File: src/rtl/riscv_pkg.sv
// Shared RISC-V control definitions: opcodes, control encodings and the
// main controller state type. MAIN_FSM_ILLEGAL_TRAP_EN adds the StTrap state.
package riscv_pkg;

  localparam logic [6:0] OP_LW  = 7'b0000011;
  localparam logic [6:0] OP_SW  = 7'b0100011;
  localparam logic [6:0] OP_R   = 7'b0110011;
  localparam logic [6:0] OP_I   = 7'b0010011;
  localparam logic [6:0] OP_BEQ = 7'b1100011;
  localparam logic [6:0] OP_JAL = 7'b1101111;

  localparam logic [1:0] ALUOP_ADD   = 2'b00;
  localparam logic [1:0] ALUOP_SUB   = 2'b01;
  localparam logic [1:0] ALUOP_FUNCT = 2'b10;

  localparam logic [1:0] RES_ALUOUT    = 2'b00;
  localparam logic [1:0] RES_READDATA  = 2'b01;
  localparam logic [1:0] RES_ALURESULT = 2'b10;

  localparam logic [1:0] SRCA_PC    = 2'b00;
  localparam logic [1:0] SRCA_OLDPC = 2'b01;
  localparam logic [1:0] SRCA_RS1   = 2'b10;

  localparam logic [1:0] SRCB_RS2  = 2'b00;
  localparam logic [1:0] SRCB_IMM  = 2'b01;
  localparam logic [1:0] SRCB_FOUR = 2'b10;

  localparam logic [1:0] IMM_I = 2'b00;
  localparam logic [1:0] IMM_S = 2'b01;
  localparam logic [1:0] IMM_B = 2'b10;
  localparam logic [1:0] IMM_J = 2'b11;

  typedef enum logic [3:0] {
    StFetch    = 4'd0,
    StDecode   = 4'd1,
    StMemAdr   = 4'd2,
    StMemRead  = 4'd3,
    StMemWb    = 4'd4,
    StMemWrite = 4'd5,
    StExecuteR = 4'd6,
    StExecuteI = 4'd7,
    StAluWb    = 4'd8,
    StBeq      = 4'd9,
`ifdef MAIN_FSM_ILLEGAL_TRAP_EN
    StJal      = 4'd10,
    StTrap     = 4'd11
`else
    StJal      = 4'd10
`endif
  } main_state_t;

endpackage

File: src/rtl/main_fsm_if.sv
// Control bundle between the main controller (master) and the datapath (slave).
// MAIN_FSM_ILLEGAL_TRAP_EN adds the IllegalInstr flag.
interface main_fsm_if;
  logic [6:0] Opcode;
  logic       Zero;
  logic       PCWrite;
  logic       AdrSrc;
  logic       MemWrite;
  logic       IRWrite;
  logic [1:0] ResultSrc;
  logic [1:0] ALUSrcA;
  logic [1:0] ALUSrcB;
  logic [1:0] ALUOp;
  logic [1:0] ImmSrc;
  logic       RegWrite;
`ifdef MAIN_FSM_ILLEGAL_TRAP_EN
  logic       IllegalInstr;
`endif

  modport master (
    input  Opcode, Zero,
    output PCWrite, AdrSrc, MemWrite, IRWrite, ResultSrc, ALUSrcA, ALUSrcB, ALUOp,
`ifdef MAIN_FSM_ILLEGAL_TRAP_EN
    output IllegalInstr,
`endif
    output ImmSrc, RegWrite
  );

  modport slave (
    output Opcode, Zero,
    input  PCWrite, AdrSrc, MemWrite, IRWrite, ResultSrc, ALUSrcA, ALUSrcB, ALUOp,
`ifdef MAIN_FSM_ILLEGAL_TRAP_EN
    input  IllegalInstr,
`endif
    input  ImmSrc, RegWrite
  );
endinterface

File: src/rtl/instr_decoder.sv
// Opcode -> immediate format select; state independent.
module instr_decoder
  import riscv_pkg::*;
(
  input  logic [6:0] opcode_i,
  output logic [1:0] imm_src_o
);

  // Unsupported opcodes (and R-type, which has no immediate) fall to I format.
  always_comb begin
    imm_src_o = IMM_I;
    case (opcode_i)
      OP_SW:   imm_src_o = IMM_S;
      OP_BEQ:  imm_src_o = IMM_B;
      OP_JAL:  imm_src_o = IMM_J;
      default: imm_src_o = IMM_I;
    endcase
  end

endmodule

File: src/rtl/main_fsm.sv
// Multicycle RISC-V main controller: Moore FSM sequencing Fetch/Decode/Execute/
// Memory/Writeback. MAIN_FSM_ILLEGAL_TRAP_EN sends illegal opcodes to a sticky
// StTrap state flagged on IllegalInstr; otherwise they retire as a NOP.
module main_fsm
  import riscv_pkg::*;
#(
  parameter int unsigned STATE_W = 4
) (
  input logic       clk,
  input logic       reset,
  main_fsm_if.master bus
);

  logic [STATE_W-1:0] state_q, state_d;

  logic       pc_update, branch, adr_src, mem_write, ir_write, reg_write;
  logic [1:0] result_src, alu_src_a, alu_src_b, alu_op;
  logic       illegal;

  // State register with synchronous reset to StFetch.
  always_ff @(posedge clk) begin
    if (reset) state_q <= StFetch;
    else       state_q <= state_d;
  end

  // Next state and Moore outputs; reset shows Fetch selects with writes blocked.
  always_comb begin
    state_d    = StFetch;
    pc_update  = 1'b0;
    branch     = 1'b0;
    adr_src    = 1'b0;
    mem_write  = 1'b0;
    ir_write   = 1'b0;
    reg_write  = 1'b0;
    result_src = RES_ALUOUT;
    alu_src_a  = SRCA_PC;
    alu_src_b  = SRCB_RS2;
    alu_op     = ALUOP_ADD;
    illegal    = 1'b0;
    if (reset) begin
      alu_src_b  = SRCB_FOUR;
      result_src = RES_ALURESULT;
    end else begin
      case (state_q)
        StFetch: begin
          state_d    = StDecode;
          ir_write   = 1'b1;
          pc_update  = 1'b1;
          alu_src_b  = SRCB_FOUR;
          result_src = RES_ALURESULT;
        end
        StDecode: begin
          alu_src_a = SRCA_OLDPC;
          alu_src_b = SRCB_IMM;
          case (bus.Opcode)
            OP_LW, OP_SW: state_d = StMemAdr;
            OP_R:         state_d = StExecuteR;
            OP_I:         state_d = StExecuteI;
            OP_BEQ:       state_d = StBeq;
            OP_JAL:       state_d = StJal;
`ifdef MAIN_FSM_ILLEGAL_TRAP_EN
            default:      state_d = StTrap;
`else
            default:      state_d = StFetch;
`endif
          endcase
        end
        StMemAdr: begin
          alu_src_a = SRCA_RS1;
          alu_src_b = SRCB_IMM;
          if (bus.Opcode == OP_LW)      state_d = StMemRead;
          else if (bus.Opcode == OP_SW) state_d = StMemWrite;
          else                          state_d = StFetch;
        end
        StMemRead: begin
          state_d = StMemWb;
          adr_src = 1'b1;
        end
        StMemWb: begin
          result_src = RES_READDATA;
          reg_write  = 1'b1;
        end
        StMemWrite: begin
          adr_src   = 1'b1;
          mem_write = 1'b1;
        end
        StExecuteR: begin
          state_d   = StAluWb;
          alu_src_a = SRCA_RS1;
          alu_op    = ALUOP_FUNCT;
        end
        StExecuteI: begin
          state_d   = StAluWb;
          alu_src_a = SRCA_RS1;
          alu_src_b = SRCB_IMM;
          alu_op    = ALUOP_FUNCT;
        end
        StAluWb: begin
          reg_write = 1'b1;
        end
        StBeq: begin
          alu_src_a = SRCA_RS1;
          alu_op    = ALUOP_SUB;
          branch    = 1'b1;
        end
        StJal: begin
          state_d   = StAluWb;
          alu_src_a = SRCA_OLDPC;
          alu_src_b = SRCB_FOUR;
          pc_update = 1'b1;
        end
`ifdef MAIN_FSM_ILLEGAL_TRAP_EN
        StTrap: begin
          state_d = StTrap;
          illegal = 1'b1;
        end
`endif
        // Unused encodings recover to Fetch with everything deasserted.
        default: state_d = StFetch;
      endcase
    end
  end

  assign bus.PCWrite   = pc_update | (branch & bus.Zero);
  assign bus.AdrSrc    = adr_src;
  assign bus.MemWrite  = mem_write;
  assign bus.IRWrite   = ir_write;
  assign bus.RegWrite  = reg_write;
  assign bus.ResultSrc = result_src;
  assign bus.ALUSrcA   = alu_src_a;
  assign bus.ALUSrcB   = alu_src_b;
  assign bus.ALUOp     = alu_op;
`ifdef MAIN_FSM_ILLEGAL_TRAP_EN
  assign bus.IllegalInstr = illegal;
`else
  logic unused_illegal;
  assign unused_illegal = illegal;
`endif

  instr_decoder u_instr_decoder (
    .opcode_i  (bus.Opcode),
    .imm_src_o (bus.ImmSrc)
  );

endmodule
File: src/flat_wrapper.sv
// flat-port wrapper written by rule: the top's interface ports become plain ports
module main_fsm_flat import riscv_pkg::*;
#(
  parameter int unsigned STATE_W = 4
)
  (clk, reset, bus_Opcode, bus_Zero, bus_PCWrite, bus_AdrSrc, bus_MemWrite, bus_IRWrite, bus_ResultSrc, bus_ALUSrcA, bus_ALUSrcB, bus_ALUOp, bus_ImmSrc, bus_RegWrite);
  main_fsm_if bus_i ();
  input logic clk;
  input logic reset;
  input wire logic [$bits(bus_i.Opcode)-1:0] bus_Opcode;
  input wire logic [$bits(bus_i.Zero)-1:0] bus_Zero;
  output wire logic [$bits(bus_i.PCWrite)-1:0] bus_PCWrite;
  output wire logic [$bits(bus_i.AdrSrc)-1:0] bus_AdrSrc;
  output wire logic [$bits(bus_i.MemWrite)-1:0] bus_MemWrite;
  output wire logic [$bits(bus_i.IRWrite)-1:0] bus_IRWrite;
  output wire logic [$bits(bus_i.ResultSrc)-1:0] bus_ResultSrc;
  output wire logic [$bits(bus_i.ALUSrcA)-1:0] bus_ALUSrcA;
  output wire logic [$bits(bus_i.ALUSrcB)-1:0] bus_ALUSrcB;
  output wire logic [$bits(bus_i.ALUOp)-1:0] bus_ALUOp;
  output wire logic [$bits(bus_i.ImmSrc)-1:0] bus_ImmSrc;
  output wire logic [$bits(bus_i.RegWrite)-1:0] bus_RegWrite;
  assign bus_i.Opcode = bus_Opcode;
  assign bus_i.Zero = bus_Zero;
  assign bus_PCWrite = bus_i.PCWrite;
  assign bus_AdrSrc = bus_i.AdrSrc;
  assign bus_MemWrite = bus_i.MemWrite;
  assign bus_IRWrite = bus_i.IRWrite;
  assign bus_ResultSrc = bus_i.ResultSrc;
  assign bus_ALUSrcA = bus_i.ALUSrcA;
  assign bus_ALUSrcB = bus_i.ALUSrcB;
  assign bus_ALUOp = bus_i.ALUOp;
  assign bus_ImmSrc = bus_i.ImmSrc;
  assign bus_RegWrite = bus_i.RegWrite;
  main_fsm #(.STATE_W(STATE_W)) u_core (.clk(clk), .reset(reset), .bus(bus_i));
endmodule
File: config.mk
export PLATFORM = sky130hd
export DESIGN_NAME = main_fsm_flat
export DESIGN_NICKNAME = d
export VERILOG_FILES = /design/src/rtl/riscv_pkg.sv /design/src/rtl/main_fsm_if.sv /design/src/rtl/instr_decoder.sv /design/src/rtl/main_fsm.sv /design/src/flat_wrapper.sv
export SDC_FILE = /design/constraint.sdc
export NUM_CORES = 1
export LEC_CHECK = 0
export ABC_AREA = 1
export BUFFER_PORTS_ARGS = -buffer_cell sky130_fd_sc_hd__clkbuf_2
export CORE_AREA = 2 2 39 41
export DETAILED_ROUTE_END_ITERATION = 8
export DIE_AREA = 0 0 41 43
export PLACE_DENSITY = 0.71
export REMOVE_ABC_BUFFERS = 1
export SETUP_SLACK_MARGIN = 0.02
export SKIP_CTS_REPAIR_TIMING = 1
export SLEW_MARGIN = 20
export SYNTH_ARGS = -nofsm -noshare
export SYNTH_HDL_FRONTEND = slang
export SYNTH_SLANG_ARGS = --single-unit
File: constraint.sdc
create_clock -name clk -period 1.4 [get_ports clk]
set_clock_uncertainty 0.1 [all_clocks]
set_input_delay 0 -clock clk [delete_from_list [all_inputs] [get_ports clk]]
set_output_delay 0 -clock clk [all_outputs]
set_load 0.02 [all_outputs]
==> results of run 1 <==
through the flow:
step / area, um^2 / setup slack [ps] / utilization [%] / instances / hold slack, ps
2_1_floorplan: 518 / 174 / - / 94 / -37.6
3_3_place_gp: 658 / 133 / 47.6 / 134 / 215
3_5_place_dp: 658 / 153 / 47.6 / 134 / 212
4_1_cts: 681 / -102 / 49.2 / 137 / -28.7
5_1_grt: 774 / -56.0 / 56.0 / 141 / 78.7
6_report: 774 / 4.38 / 56.0 / 141 / 51.4
Yosys cell counts:
cell type,count
sky130_fd_sc_hd__nor2_1,10
sky130_fd_sc_hd__inv_1,13
sky130_fd_sc_hd__o21ai_1,2
sky130_fd_sc_hd__dfxtp_1,4
sky130_fd_sc_hd__clkinv_1,1
sky130_fd_sc_hd__o21ai_2,1
sky130_fd_sc_hd__o31ai_1,1
sky130_fd_sc_hd__nor2_8,1
sky130_fd_sc_hd__nand3_1,9
sky130_fd_sc_hd__nor2_4,3
sky130_fd_sc_hd__inv_4,1
sky130_fd_sc_hd__inv_2,7
sky130_fd_sc_hd__nor3_1,3
sky130_fd_sc_hd__nand2_1,27
sky130_fd_sc_hd__nand2_4,1
sky130_fd_sc_hd__clkbuf_2,1
sky130_fd_sc_hd__a21oi_1,2
sky130_fd_sc_hd__a211oi_1,1
sky130_fd_sc_hd__a21oi_2,1
sky130_fd_sc_hd__o21ai_0,1
sky130_fd_sc_hd__nand2_2,2
sky130_fd_sc_hd__nor2_2,3
final timing paths:
kind / endpoint / cells past startpoint / slack, ps / start
setup / recovery: bus_ALUSrcB[0] / 6 / 4 / u_core.state_q[3]$_SDFF_PP0_
hold / removal: u_core.state_q[1]$_SDFF_PP0_ / 6 / 50 / bus_Opcode[4]
setup reg to reg: u_core.state_q[2]$_SDFF_PP0_ / 9 / 50 / u_core.state_q[3]$_SDFF_PP0_
hold reg to reg: u_core.state_q[1]$_SDFF_PP0_ / 3 / 540 / u_core.state_q[3]$_SDFF_PP0_
metal layers:
layer / up-vias / part of all wire, % / global-route usage, %
met3: 2 / 4.8 / 1.57
li1: 351 / - / -
met1: 283 / 40 / 18.3
met5: - / 0 / 0
met4: 0 / 0.79 / 6.00
met2: 21 / 55 / 25.3
worst register-to-register path, cell delays in order, from the launching register on:
cell and delay (ps):
sky130_fd_sc_hd__dfxtp_4 350, sky130_fd_sc_hd__nor2_4 150, sky130_fd_sc_hd__inv_4 80, sky130_fd_sc_hd__nor2_4 160, sky130_fd_sc_hd__buf_4 130, sky130_fd_sc_hd__buf_4 100
sky130_fd_sc_hd__nand3_1 60, sky130_fd_sc_hd__nand3_1 80, sky130_fd_sc_hd__nand2_1 50, sky130_fd_sc_hd__inv_1 40
cells in the final DEF (no fill, tap or decap), types with 2 or more instances in the layout:
cell	instances
sky130_fd_sc_hd__a21oi_2	2
sky130_fd_sc_hd__buf_2	2
sky130_fd_sc_hd__buf_4	9
sky130_fd_sc_hd__clkbuf_2	16
sky130_fd_sc_hd__clkbuf_4	3
sky130_fd_sc_hd__dfxtp_2	2
sky130_fd_sc_hd__dfxtp_4	2
sky130_fd_sc_hd__inv_1	8
sky130_fd_sc_hd__inv_2	13
sky130_fd_sc_hd__nand2_1	26
sky130_fd_sc_hd__nand2_2	3
sky130_fd_sc_hd__nand3_1	8
sky130_fd_sc_hd__nor2_1	8
sky130_fd_sc_hd__nor2_2	2
sky130_fd_sc_hd__nor2_4	6
sky130_fd_sc_hd__nor3_1	3
sky130_fd_sc_hd__o21ai_1	3
power by group through the flow:
stage                     combinational [uW]  clock [uW]  sequential (uW)
after floorplan                         71.1           0              121
after global placement                   109           0              121
after global routing                     146         165              118
after detailed placement                 110           0              121
final                                    133         151              118
after CTS                                111         145              120
layout make-up:
type | count | area [um^2] | area share, %
Clock buffer | 3 | 22.5 | 2.91
Multi-Input combinational cell | 68 | 389 | 50.2
Inverter | 22 | 85.1 | 11.0
Timing Repair Buffer | 28 | 168 | 21.6
Sequential cell | 4 | 90.1 | 11.6
Tap cell | 16 | 20.0 | 2.58
logic make-up (layout without fill, tap and decap cells):
group	Yosys count	count (layout)	share of synthesized area [%]
buf+inv	23	53	17.2
compound gates	9	9	11.0
flops	4	4	15.3
simple gates	59	59	56.5
==> run_summary.xml, run 1 <==
<?xml version="1.0" encoding="UTF-8"?>
<metrics>
  <group name="critical_path">
    <metric name="crit_required" unit="ps">1300</metric>
    <metric name="arrival" unit="ps">1300</metric>
    <metric name="setup_cp_type" unit="">flop to output port</metric>
    <metric name="endpoint_kind" unit="">output port</metric>
    <metric name="crit_chain" unit="">inv_2 -&gt; nand2_1 -&gt; nor3_1 -&gt; o31ai_2 -&gt; inv_1 -&gt; buf_2</metric>
    <metric name="highest_cell_delay_on_the_worst_timing_path" unit="ps">350</metric>
    <metric name="crit_path_start_kind" unit="">flop</metric>
    <metric name="slowest_stage" unit="">sky130_fd_sc_hd__dfxtp_4</metric>
    <metric name="crit_path_max_fanout" unit="">4</metric>
    <metric name="critical_path.top_delay_family" unit="">flip-flops</metric>
    <metric name="crit_buf_inv" unit="">3</metric>
  </group>
  <group name="power_and_ir_drop">
    <metric name="vdd_ir_drop_max" unit="uV">318</metric>
    <metric name="finalPower" unit="uW">401</metric>
    <metric name="share_clk_of_total_power" unit="%">37.6</metric>
    <metric name="p_sw_share" unit="%">34.3</metric>
    <metric name="power_leakage" unit="uW">0.000428</metric>
    <metric name="seqPwrFrac" unit="%">29.3</metric>
    <metric name="switching_power" unit="uW">138</metric>
    <metric name="pwrdens" unit="nW/um^2">518</metric>
    <metric name="internal_power_of_the_cells" unit="uW">264</metric>
    <metric name="power_frac_comb" unit="%">33.1</metric>
  </group>
  <group name="synth">
    <metric name="ys_seq_elements" unit="">4</metric>
    <metric name="netlist_instances" unit="">95</metric>
    <metric name="syn-cell-area" unit="um^2">523</metric>
    <metric name="post_synth_main_area_contributors" unit="">sky130_fd_sc_hd__nand2_1 (19%), sky130_fd_sc_hd__dfxtp_1 (15%), sky130_fd_sc_hd__inv_1 (9.3%), sky130_fd_sc_hd__nand3_1 (8.6%), sky130_fd_sc_hd__nor2_1 (7.2%)</metric>
    <metric name="post-synth-top-area-cell" unit="">sky130_fd_sc_hd__nand2_1</metric>
    <metric name="syn_area_per_cell" unit="um^2">5.51</metric>
    <metric name="yosysWarningCount" unit="">0</metric>
    <metric name="ys_seq_area_share" unit="%">15.3</metric>
    <metric name="synthDominantCellAreaShare" unit="%">19.4</metric>
    <metric name="ys_types" unit="">22</metric>
  </group>
  <group name="finish">
    <metric name="largest_register_ff_count" unit="">4</metric>
    <metric name="layout-drive-gt1-share" unit="%">52.8</metric>
    <metric name="finalNetCount" unit="">137</metric>
    <metric name="diode_insertion_count_for_antenna_repair" unit="">0</metric>
    <metric name="num-fill-cells" unit="">146</metric>
    <metric name="largestRegisters" unit="">u_core.state_q (4)</metric>
    <metric name="areaGrowthSynthToFinish" unit="%">48.1</metric>
    <metric name="regMostFlops" unit="">u_core.state_q</metric>
  </group>
  <group name="detailed_routing">
    <metric name="detail_route.first_pass.iterations" unit="">4</metric>
    <metric name="drt-vias-per-instance" unit="">4.66</metric>
    <metric name="drt.antenna.violating_nets" unit="">0</metric>
    <metric name="post_drt_wl_per_cell" unit="um">9.86</metric>
    <metric name="totalWireLength" unit="um">1390</metric>
    <metric name="detail_route.drc_violations" unit="">0</metric>
    <metric name="detailroute.via_count" unit="">657</metric>
    <metric name="initialDrtViolationCount" unit="">12</metric>
  </group>
  <group name="job">
    <metric name="maxCapViolCount" unit="">0</metric>
  </group>
  <group name="place">
    <metric name="portBuffers" unit="">24</metric>
    <metric name="hpwl" unit="um">1050</metric>
    <metric name="finalWeightedCongestion" unit="">0.763</metric>
  </group>
  <group name="floorplanning">
    <metric name="floorplan.die.height" unit="um">43</metric>
    <metric name="die_ar" unit="um^2">1760</metric>
    <metric name="start_util" unit="%">37.8</metric>
    <metric name="coreArea" unit="um^2">1380</metric>
    <metric name="std_cell_rows" unit="">14</metric>
    <metric name="io_pins" unit="">25</metric>
    <metric name="chipWidth" unit="um">41</metric>
  </group>
  <group name="timing">
    <metric name="final_min_period_over_clock_period" unit="%">99.7</metric>
    <metric name="slew_headroom" unit="%">85.7</metric>
    <metric name="grt_setup_unrepaired" unit="">yes</metric>
    <metric name="final_period_minus_worst_setup_slack" unit="ps">1400</metric>
    <metric name="timing.final.max_slew_violations" unit="">0</metric>
    <metric name="maxClockFrequency" unit="GHz">0.717</metric>
    <metric name="setup_tns" unit="ps">0</metric>
    <metric name="worst_slew_pin_slew" unit="ps">213</metric>
    <metric name="final_hold_viol_count" unit="">0</metric>
    <metric name="timing.final.setup_violations" unit="">0</metric>
  </group>
  <group name="clocking">
    <metric name="root_driver" unit="">sky130_fd_sc_hd__clkbuf_4</metric>
    <metric name="clock_sink_count" unit="">4</metric>
    <metric name="clk-insertion-delay-late" unit="ps">240</metric>
    <metric name="clk_pin_slew" unit="ps">40</metric>
    <metric name="numCtsBuffers" unit="">3</metric>
    <metric name="clock_tree_from_tritoncts" unit="">done</metric>
    <metric name="clock_path_buffers" unit="">2</metric>
    <metric name="ctsHtreeMaxLevel" unit="">1</metric>
  </group>
  <group name="global_route">
    <metric name="first_global_vias" unit="">486</metric>
    <metric name="grt_first_pass_wirelength" unit="um">1860</metric>
    <metric name="number_of_antenna_violations_at_the_first_check_in_global_routing" unit="">0</metric>
    <metric name="grt_usage" unit="%">15.1</metric>
    <metric name="maximum_number_of_pins_on_one_net_before_global_route_repair" unit="">11</metric>
    <metric name="grt.overflow.total" unit="">0</metric>
  </group>
  <group name="worst_hold_path">
    <metric name="worst_hold_path_class" unit="">input pin to flop</metric>
  </group>
  <group name="outcome">
    <metric name="status" unit="">complete, no violations</metric>
  </group>
</metrics>
No activity file was read; power rests on OpenSTA's default activity.
==> run 2: changes to the inputs <==
--- a/config.mk
+++ b/config.mk
@@ -5,12 +5,12 @@
 export SDC_FILE = /design/constraint.sdc
 export NUM_CORES = 1
 export LEC_CHECK = 0
-export ABC_AREA = 1
 export BUFFER_PORTS_ARGS = -buffer_cell sky130_fd_sc_hd__clkbuf_2
 export CORE_AREA = 2 2 39 41
 export DETAILED_ROUTE_END_ITERATION = 8
 export DIE_AREA = 0 0 41 43
-export PLACE_DENSITY = 0.71
+export MAX_ROUTING_LAYER = met4
+export PLACE_DENSITY = 0.7
 export REMOVE_ABC_BUFFERS = 1
 export SETUP_SLACK_MARGIN = 0.02
 export SKIP_CTS_REPAIR_TIMING = 1
==> run 2 against run 1 <==
Compared with the run above:
- the run now ends with setup timing left
- clock power hardly changed
- total power is 5.5% higher
- sequential share of layout area is 2.0 points lower
- final cell count is 9.9% lower
- first-iteration DRC count is 8.3% lower
- critical path type unchanged
- largest cell class unchanged
- largest power group is now combinational logic
==> run_summary.xml, run 2 <==
<?xml version="1.0" encoding="UTF-8"?>
<metrics>
  <group name="detailed_routing">
    <metric name="initialDrtViolationCount" unit="">11</metric>
    <metric name="drt.antenna.violating_nets" unit="">0</metric>
    <metric name="drt-vias-per-instance" unit="">5.50</metric>
    <metric name="post_drt_wl_per_cell" unit="um">13.0</metric>
    <metric name="totalWireLength" unit="um">1650</metric>
    <metric name="detailroute.via_count" unit="">698</metric>
    <metric name="detail_route.drc_violations" unit="">0</metric>
    <metric name="detail_route.first_pass.iterations" unit="">4</metric>
  </group>
  <group name="place">
    <metric name="finalWeightedCongestion" unit="">0.862</metric>
    <metric name="hpwl" unit="um">1010</metric>
    <metric name="preCtsSetupSlack" unit="ps">-168</metric>
    <metric name="portBuffers" unit="">24</metric>
    <metric name="postPlaceCellArea" unit="um^2">669</metric>
    <metric name="place_inst" unit="">113</metric>
  </group>
  <group name="worst_hold_path">
    <metric name="worst_hold_path_class" unit="">input pin to flop</metric>
    <metric name="hold_path_depth" unit="">2</metric>
  </group>
  <group name="timing">
    <metric name="timing.final.max_slew_violations" unit="">0</metric>
    <metric name="timing.final.setup_violations" unit="">11</metric>
    <metric name="worst_slew_pin_slew" unit="ps">251</metric>
    <metric name="final_min_period_over_clock_period" unit="%">115</metric>
    <metric name="final_period_minus_worst_setup_slack" unit="ps">1610</metric>
    <metric name="final_hold_viol_count" unit="">0</metric>
    <metric name="fin_ws" unit="ps">-208</metric>
    <metric name="slew_headroom" unit="%">83.2</metric>
    <metric name="grt_setup_unrepaired" unit="">yes</metric>
    <metric name="maxClockFrequency" unit="GHz">0.622</metric>
    <metric name="setup_tns" unit="ps">-1360</metric>
  </group>
  <group name="finish">
    <metric name="largest_register_ff_count" unit="">4</metric>
    <metric name="layout.cells.most_common" unit="">sky130_fd_sc_hd__buf_4</metric>
    <metric name="regMostFlops" unit="">u_core.state_q</metric>
    <metric name="layout-drive-gt1-share" unit="%">55.0</metric>
    <metric name="final_util" unit="%">64.0</metric>
    <metric name="largestRegisters" unit="">u_core.state_q (4)</metric>
    <metric name="finalNonFillerCells" unit="">127</metric>
    <metric name="finalInstanceArea" unit="um^2">886</metric>
    <metric name="final_cell_mix" unit="">sky130_fd_sc_hd__buf_4 (15), sky130_fd_sc_hd__clkbuf_2 (13), sky130_fd_sc_hd__buf_6 (8)</metric>
    <metric name="areaGrowthSynthToFinish" unit="%">70.2</metric>
    <metric name="diode_insertion_count_for_antenna_repair" unit="">0</metric>
    <metric name="finalNetCount" unit="">123</metric>
  </group>
  <group name="critical_path">
    <metric name="crit_path_start_kind" unit="">flop</metric>
    <metric name="endpoint_kind" unit="">output port</metric>
    <metric name="crit_required" unit="ps">1300</metric>
    <metric name="setup_cp_type" unit="">flop to output port</metric>
    <metric name="rr_worst_depth" unit="">3</metric>
    <metric name="crit_path_max_fanout" unit="">8</metric>
    <metric name="arrival" unit="ps">1510</metric>
  </group>
  <group name="clocking">
    <metric name="clk-insertion-delay-late" unit="ps">240</metric>
    <metric name="numCtsBuffers" unit="">3</metric>
    <metric name="clk_pin_slew" unit="ps">40</metric>
    <metric name="clock_path_buffers" unit="">2</metric>
    <metric name="ctsHtreeMaxLevel" unit="">1</metric>
    <metric name="root_driver" unit="">sky130_fd_sc_hd__clkbuf_4</metric>
    <metric name="clock_tree_from_tritoncts" unit="">done</metric>
    <metric name="clock_sink_count" unit="">4</metric>
  </group>
  <group name="global_route">
    <metric name="grt.overflow.total" unit="">0</metric>
    <metric name="grt_usage" unit="%">18.0</metric>
    <metric name="grt_first_pass_wirelength" unit="um">2170</metric>
    <metric name="maximum_number_of_pins_on_one_net_before_global_route_repair" unit="">16</metric>
    <metric name="first_global_vias" unit="">549</metric>
    <metric name="number_of_antenna_violations_at_the_first_check_in_global_routing" unit="">0</metric>
  </group>
  <group name="synth">
    <metric name="syn-cell-area" unit="um^2">520</metric>
    <metric name="number_of_synthesized_flops_with_an_enable_pin" unit="">0</metric>
    <metric name="post_synth_main_area_contributors" unit="">sky130_fd_sc_hd__dfxtp_1 (15%), sky130_fd_sc_hd__a21oi_1 (5.8%), sky130_fd_sc_hd__or4b_1 (5.8%), sky130_fd_sc_hd__nor3_1 (4.8%), sky130_fd_sc_hd__clkbuf_1 (4.3%)</metric>
    <metric name="ys_types" unit="">32</metric>
    <metric name="post-synth-top-area-cell" unit="">sky130_fd_sc_hd__dfxtp_1</metric>
    <metric name="async_set_or_reset_flop_fraction_in_the_synthesized_netlist" unit="%">0</metric>
    <metric name="yosysWarningCount" unit="">0</metric>
    <metric name="netlist_instances" unit="">75</metric>
    <metric name="synth_top_flop_cell" unit="">sky130_fd_sc_hd__dfxtp_1</metric>
    <metric name="synthDominantCellAreaShare" unit="%">15.4</metric>
    <metric name="ys_seq_area_share" unit="%">15.4</metric>
    <metric name="ys_seq_elements" unit="">4</metric>
    <metric name="syn_area_per_cell" unit="um^2">6.94</metric>
    <metric name="ys_top_cells_by_count" unit="">sky130_fd_sc_hd__a21oi_1 (6), sky130_fd_sc_hd__clkbuf_1 (6), sky130_fd_sc_hd__nand2_1 (6)</metric>
  </group>
  <group name="floorplanning">
    <metric name="io_pins" unit="">25</metric>
    <metric name="start_util" unit="%">37.6</metric>
    <metric name="floorplan.die.height" unit="um">43</metric>
    <metric name="std_cell_rows" unit="">14</metric>
    <metric name="die_ar" unit="um^2">1760</metric>
    <metric name="chipWidth" unit="um">41</metric>
    <metric name="coreArea" unit="um^2">1380</metric>
  </group>
  <group name="job">
    <metric name="maxCapViolCount" unit="">0</metric>
  </group>
  <group name="power_and_ir_drop">
    <metric name="power_leakage" unit="uW">0.000397</metric>
    <metric name="pwrdens" unit="nW/um^2">478</metric>
    <metric name="vdd_ir_drop_max" unit="uV">470</metric>
  </group>
  <group name="outcome">
    <metric name="violations_in_the_final_reports" unit="">setup timing</metric>
    <metric name="status" unit="">finished with violations</metric>
  </group>
</metrics>
run 2: changes by cell type in the layout (fill, tap and decap cells not counted), moves of 6 or more:
| cell | delta |
|---|---|
| sky130_fd_sc_hd__buf_4 | +6 |
| sky130_fd_sc_hd__buf_6 | +8 |
| sky130_fd_sc_hd__inv_1 | -6 |
| sky130_fd_sc_hd__inv_2 | -13 |
| sky130_fd_sc_hd__nand2_1 | -20 |
| sky130_fd_sc_hd__nand3_1 | -7 |
run 2: where the power goes:
group,leakage (uW),switching (uW),total (uW),internal (uW)
combinational,0.000349,82.5,154,71.2
sequential,0.0000343,1.94,120,118
clock,0.0000138,53.8,150,96.3
run 2: cell families (layout without fill, tap and decap cells):
family | Yosys count | in the layout | share of synthesized area, %
buffers and inverters | 11 | 47 | 9.86
and+or+nand+nor | 41 | 41 | 49.3
AOI/OAI and AO/OA | 16 | 16 | 20.4
DFF | 4 | 4 | 15.4
xor gates and xnor gates | 3 | 3 | 5.05
run 2: area by class of cell:
cell class / count / area [um^2]
flip-flops and latches: 4 / 85.1
fillers: 117 / 498
inverters: 2 / 7.51
well taps: 16 / 20.0
repair buffers: 42 / 308
clock buffers: 3 / 22.5
multi-input cells: 60 / 443
run 2: worst max-delay path, cell delays in order (launching register included):
cell,delay (ps)
sky130_fd_sc_hd__dfxtp_2,320
sky130_fd_sc_hd__buf_6,130
sky130_fd_sc_hd__buf_6,130
sky130_fd_sc_hd__nand2b_4,150
sky130_fd_sc_hd__o22a_1,190
sky130_fd_sc_hd__nor3_1,170
sky130_fd_sc_hd__buf_2,190
run 2: path summary, 6_finish.rpt:
path	start	to	slack (ps)
hold reg to reg	u_core.state_q[3]$_SDFF_PP0_	u_core.state_q[3]$_SDFF_PP0_	500
setup reg to reg	u_core.state_q[1]$_SDFF_PP0_	u_core.state_q[3]$_SDFF_PP0_	-170
setup / recovery	u_core.state_q[1]$_SDFF_PP0_	bus_ALUSrcA[0]	-210
hold / removal	reset	u_core.state_q[3]$_SDFF_PP0_	3
run 2: metrics by stage:
stage | hold slack, ps | power, uW
global placement | 211 | 239
global route | 15.4 | 453
detailed placement | 224 | 241
CTS | -25.7 | 392
finish | 2.50 | 424
floorplan | -30.9 | 186
run 2: per-layer routing:
layer	track usage, %	wire length (um)
met4	4.67	8
met3	7.85	109
met1	22.9	704
met2	25.6	825
met5	-	0
==> run 3: changes to the inputs <==
--- a/config.mk
+++ b/config.mk
@@ -14,6 +14,7 @@
 export REMOVE_ABC_BUFFERS = 1
 export SETUP_SLACK_MARGIN = 0.02
 export SKIP_CTS_REPAIR_TIMING = 1
+export SKIP_LAST_GASP = 1
 export SLEW_MARGIN = 20
 export SYNTH_ARGS = -nofsm -noshare
 export SYNTH_HDL_FRONTEND = slang
==> run 3 against run 2 <==
Compared with the run above:
- the flow still finishes with violations (setup timing)
- largest cell class unchanged
- first-iteration DRC count rose by 45%
- non-clock buffer count did not move
- clock power barely moved
- sequential power barely moved
- global-route usage did not move
- critical path type unchanged
- sequential cell count did not move
==> run_summary.xml, run 3 (synthesis gave the netlist of run 2 again) <==
<?xml version="1.0" encoding="UTF-8"?>
<metrics>
  <group name="outcome">
    <metric name="status" unit="">finished with violations</metric>
    <metric name="violations_in_the_final_reports" unit="">setup timing</metric>
  </group>
  <group name="global_route">
    <metric name="grt_usage" unit="%">18.0</metric>
    <metric name="maximum_number_of_pins_on_one_net_before_global_route_repair" unit="">16</metric>
    <metric name="first_global_vias" unit="">549</metric>
    <metric name="number_of_antenna_violations_at_the_first_check_in_global_routing" unit="">0</metric>
    <metric name="grt_first_pass_wirelength" unit="um">2170</metric>
    <metric name="grt.overflow.total" unit="">0</metric>
  </group>
  <group name="clocking">
    <metric name="root_driver" unit="">sky130_fd_sc_hd__clkbuf_4</metric>
    <metric name="numCtsBuffers" unit="">3</metric>
    <metric name="ctsHtreeMaxLevel" unit="">1</metric>
    <metric name="clock_path_buffers" unit="">2</metric>
    <metric name="clk_pin_slew" unit="ps">40</metric>
    <metric name="clk-insertion-delay-late" unit="ps">240</metric>
    <metric name="clock_tree_from_tritoncts" unit="">done</metric>
    <metric name="clock_sink_count" unit="">4</metric>
  </group>
  <group name="timing">
    <metric name="final_min_period_over_clock_period" unit="%">118</metric>
    <metric name="fin_ws" unit="ps">-245</metric>
    <metric name="worst_slew_pin_slew" unit="ps">246</metric>
    <metric name="final_period_minus_worst_setup_slack" unit="ps">1650</metric>
    <metric name="slew_headroom" unit="%">83.6</metric>
    <metric name="maxClockFrequency" unit="GHz">0.608</metric>
    <metric name="timing.final.setup_violations" unit="">12</metric>
    <metric name="final_hold_viol_count" unit="">0</metric>
    <metric name="grt_setup_unrepaired" unit="">yes</metric>
    <metric name="timing.final.max_slew_violations" unit="">0</metric>
  </group>
  <group name="floorplanning">
    <metric name="start_util" unit="%">37.6</metric>
    <metric name="std_cell_rows" unit="">14</metric>
    <metric name="die_ar" unit="um^2">1760</metric>
    <metric name="floorplan.die.height" unit="um">43</metric>
    <metric name="coreArea" unit="um^2">1380</metric>
    <metric name="io_pins" unit="">25</metric>
    <metric name="chipWidth" unit="um">41</metric>
  </group>
  <group name="detailed_routing">
    <metric name="totalWireLength" unit="um">1690</metric>
    <metric name="detail_route.drc_violations" unit="">0</metric>
    <metric name="detail_route.first_pass.iterations" unit="">4</metric>
    <metric name="drt-vias-per-instance" unit="">5.57</metric>
    <metric name="initialDrtViolationCount" unit="">16</metric>
    <metric name="drt.antenna.violating_nets" unit="">0</metric>
    <metric name="detailroute.via_count" unit="">708</metric>
    <metric name="post_drt_wl_per_cell" unit="um">13.3</metric>
  </group>
  <group name="power_and_ir_drop">
    <metric name="pwrdens" unit="nW/um^2">481</metric>
    <metric name="vdd_ir_drop_max" unit="uV">474</metric>
    <metric name="finalPower" unit="uW">421</metric>
    <metric name="power_leakage" unit="uW">0.000395</metric>
  </group>
  <group name="critical_path">
    <metric name="highest_cell_delay_on_the_worst_timing_path" unit="ps">410</metric>
    <metric name="critical_path.top_delay_family" unit="">simple AND/OR/NAND/NOR gates</metric>
    <metric name="arrival" unit="ps">1550</metric>
    <metric name="crit_path_start_kind" unit="">flop</metric>
    <metric name="endpoint_kind" unit="">output port</metric>
    <metric name="slowest_stage" unit="">sky130_fd_sc_hd__or3b_4</metric>
    <metric name="crit_path_max_fanout" unit="">6</metric>
    <metric name="crit_required" unit="ps">1300</metric>
    <metric name="crit_chain" unit="">buf_6 -&gt; nand2b_1 -&gt; or3b_4 -&gt; a21oi_2 -&gt; buf_4</metric>
    <metric name="setup_cp_type" unit="">flop to output port</metric>
    <metric name="crit_buf_inv" unit="">2</metric>
  </group>
  <group name="place">
    <metric name="hpwl" unit="um">1010</metric>
    <metric name="postPlaceCellArea" unit="um^2">669</metric>
    <metric name="finalWeightedCongestion" unit="">0.862</metric>
    <metric name="preCtsSetupSlack" unit="ps">-168</metric>
    <metric name="portBuffers" unit="">24</metric>
  </group>
  <group name="finish">
    <metric name="final_cell_mix" unit="">sky130_fd_sc_hd__buf_4 (15), sky130_fd_sc_hd__clkbuf_2 (13), sky130_fd_sc_hd__buf_6 (8)</metric>
    <metric name="largestRegisters" unit="">u_core.state_q (4)</metric>
    <metric name="layout.cells.most_common" unit="">sky130_fd_sc_hd__buf_4</metric>
    <metric name="finalInstanceArea" unit="um^2">876</metric>
    <metric name="areaGrowthSynthToFinish" unit="%">68.3</metric>
    <metric name="diode_insertion_count_for_antenna_repair" unit="">0</metric>
    <metric name="regMostFlops" unit="">u_core.state_q</metric>
    <metric name="finalNetCount" unit="">123</metric>
    <metric name="layout-drive-gt1-share" unit="%">52.3</metric>
    <metric name="largest_register_ff_count" unit="">4</metric>
  </group>
  <group name="job">
    <metric name="maxCapViolCount" unit="">0</metric>
  </group>
  <group name="worst_hold_path">
    <metric name="worst_hold_path_class" unit="">input pin to flop</metric>
  </group>
</metrics>
==> run 3: cell counts in the layout (fill, tap and decap cells not counted) <==
Identical to the previous run, type by type.
==> run 3: per-layer routing <==
metal	share of wire (%)	global-route usage [%]	vias up
li1	-	-	350
met1	43	22.9	333
met2	50	25.6	20
met3	5.2	7.85	5
met4	1.7	4.67	0
met5	0	-	-
==> run 3: final timing paths <==
check,from,endpoint,slack (ps),cells past startpoint
setup / recovery,u_core.state_q[2]$_SDFF_PP0_,bus_ALUSrcA[1],-250,5
hold / removal,reset,u_core.state_q[3]$_SDFF_PP0_,5,2
setup reg to reg,u_core.state_q[1]$_SDFF_PP0_,u_core.state_q[3]$_SDFF_PP0_,-170,3
hold reg to reg,u_core.state_q[1]$_SDFF_PP0_,u_core.state_q[2]$_SDFF_PP0_,510,3
==> run 3: report_power, final <==
part	total [uW]	switching, uW	internal [uW]
sequential	119	2.04	117
combinational	151	81.3	69.6
clock	151	54.8	96.4
==> run 3: final cells by class <==
cell class	count	area (um^2)
multi-input combinational	60	435
sequential	4	82.6
tap	16	20.0
timing repair buffer	42	308
inverter	2	7.51
clock buffer	3	22.5
fill	114	508
==> run 3: metrics by stage <==
| stage | hold WS [ps] | TNS, ps | utilization, % | instances |
|---|---|---|---|---|
| 3_5_place_dp | 224 | -439 | 48.4 | 113 |
| 2_1_floorplan | -30.9 | -1190 | - | 66 |
| 6_report | 5.35 | -1430 | 63.3 | 127 |
| 5_1_grt | 22.9 | -2480 | 63.3 | 127 |
| 4_1_cts | -25.7 | -2300 | 50.0 | 116 |
| 3_3_place_gp | 211 | -436 | 48.4 | 113 |
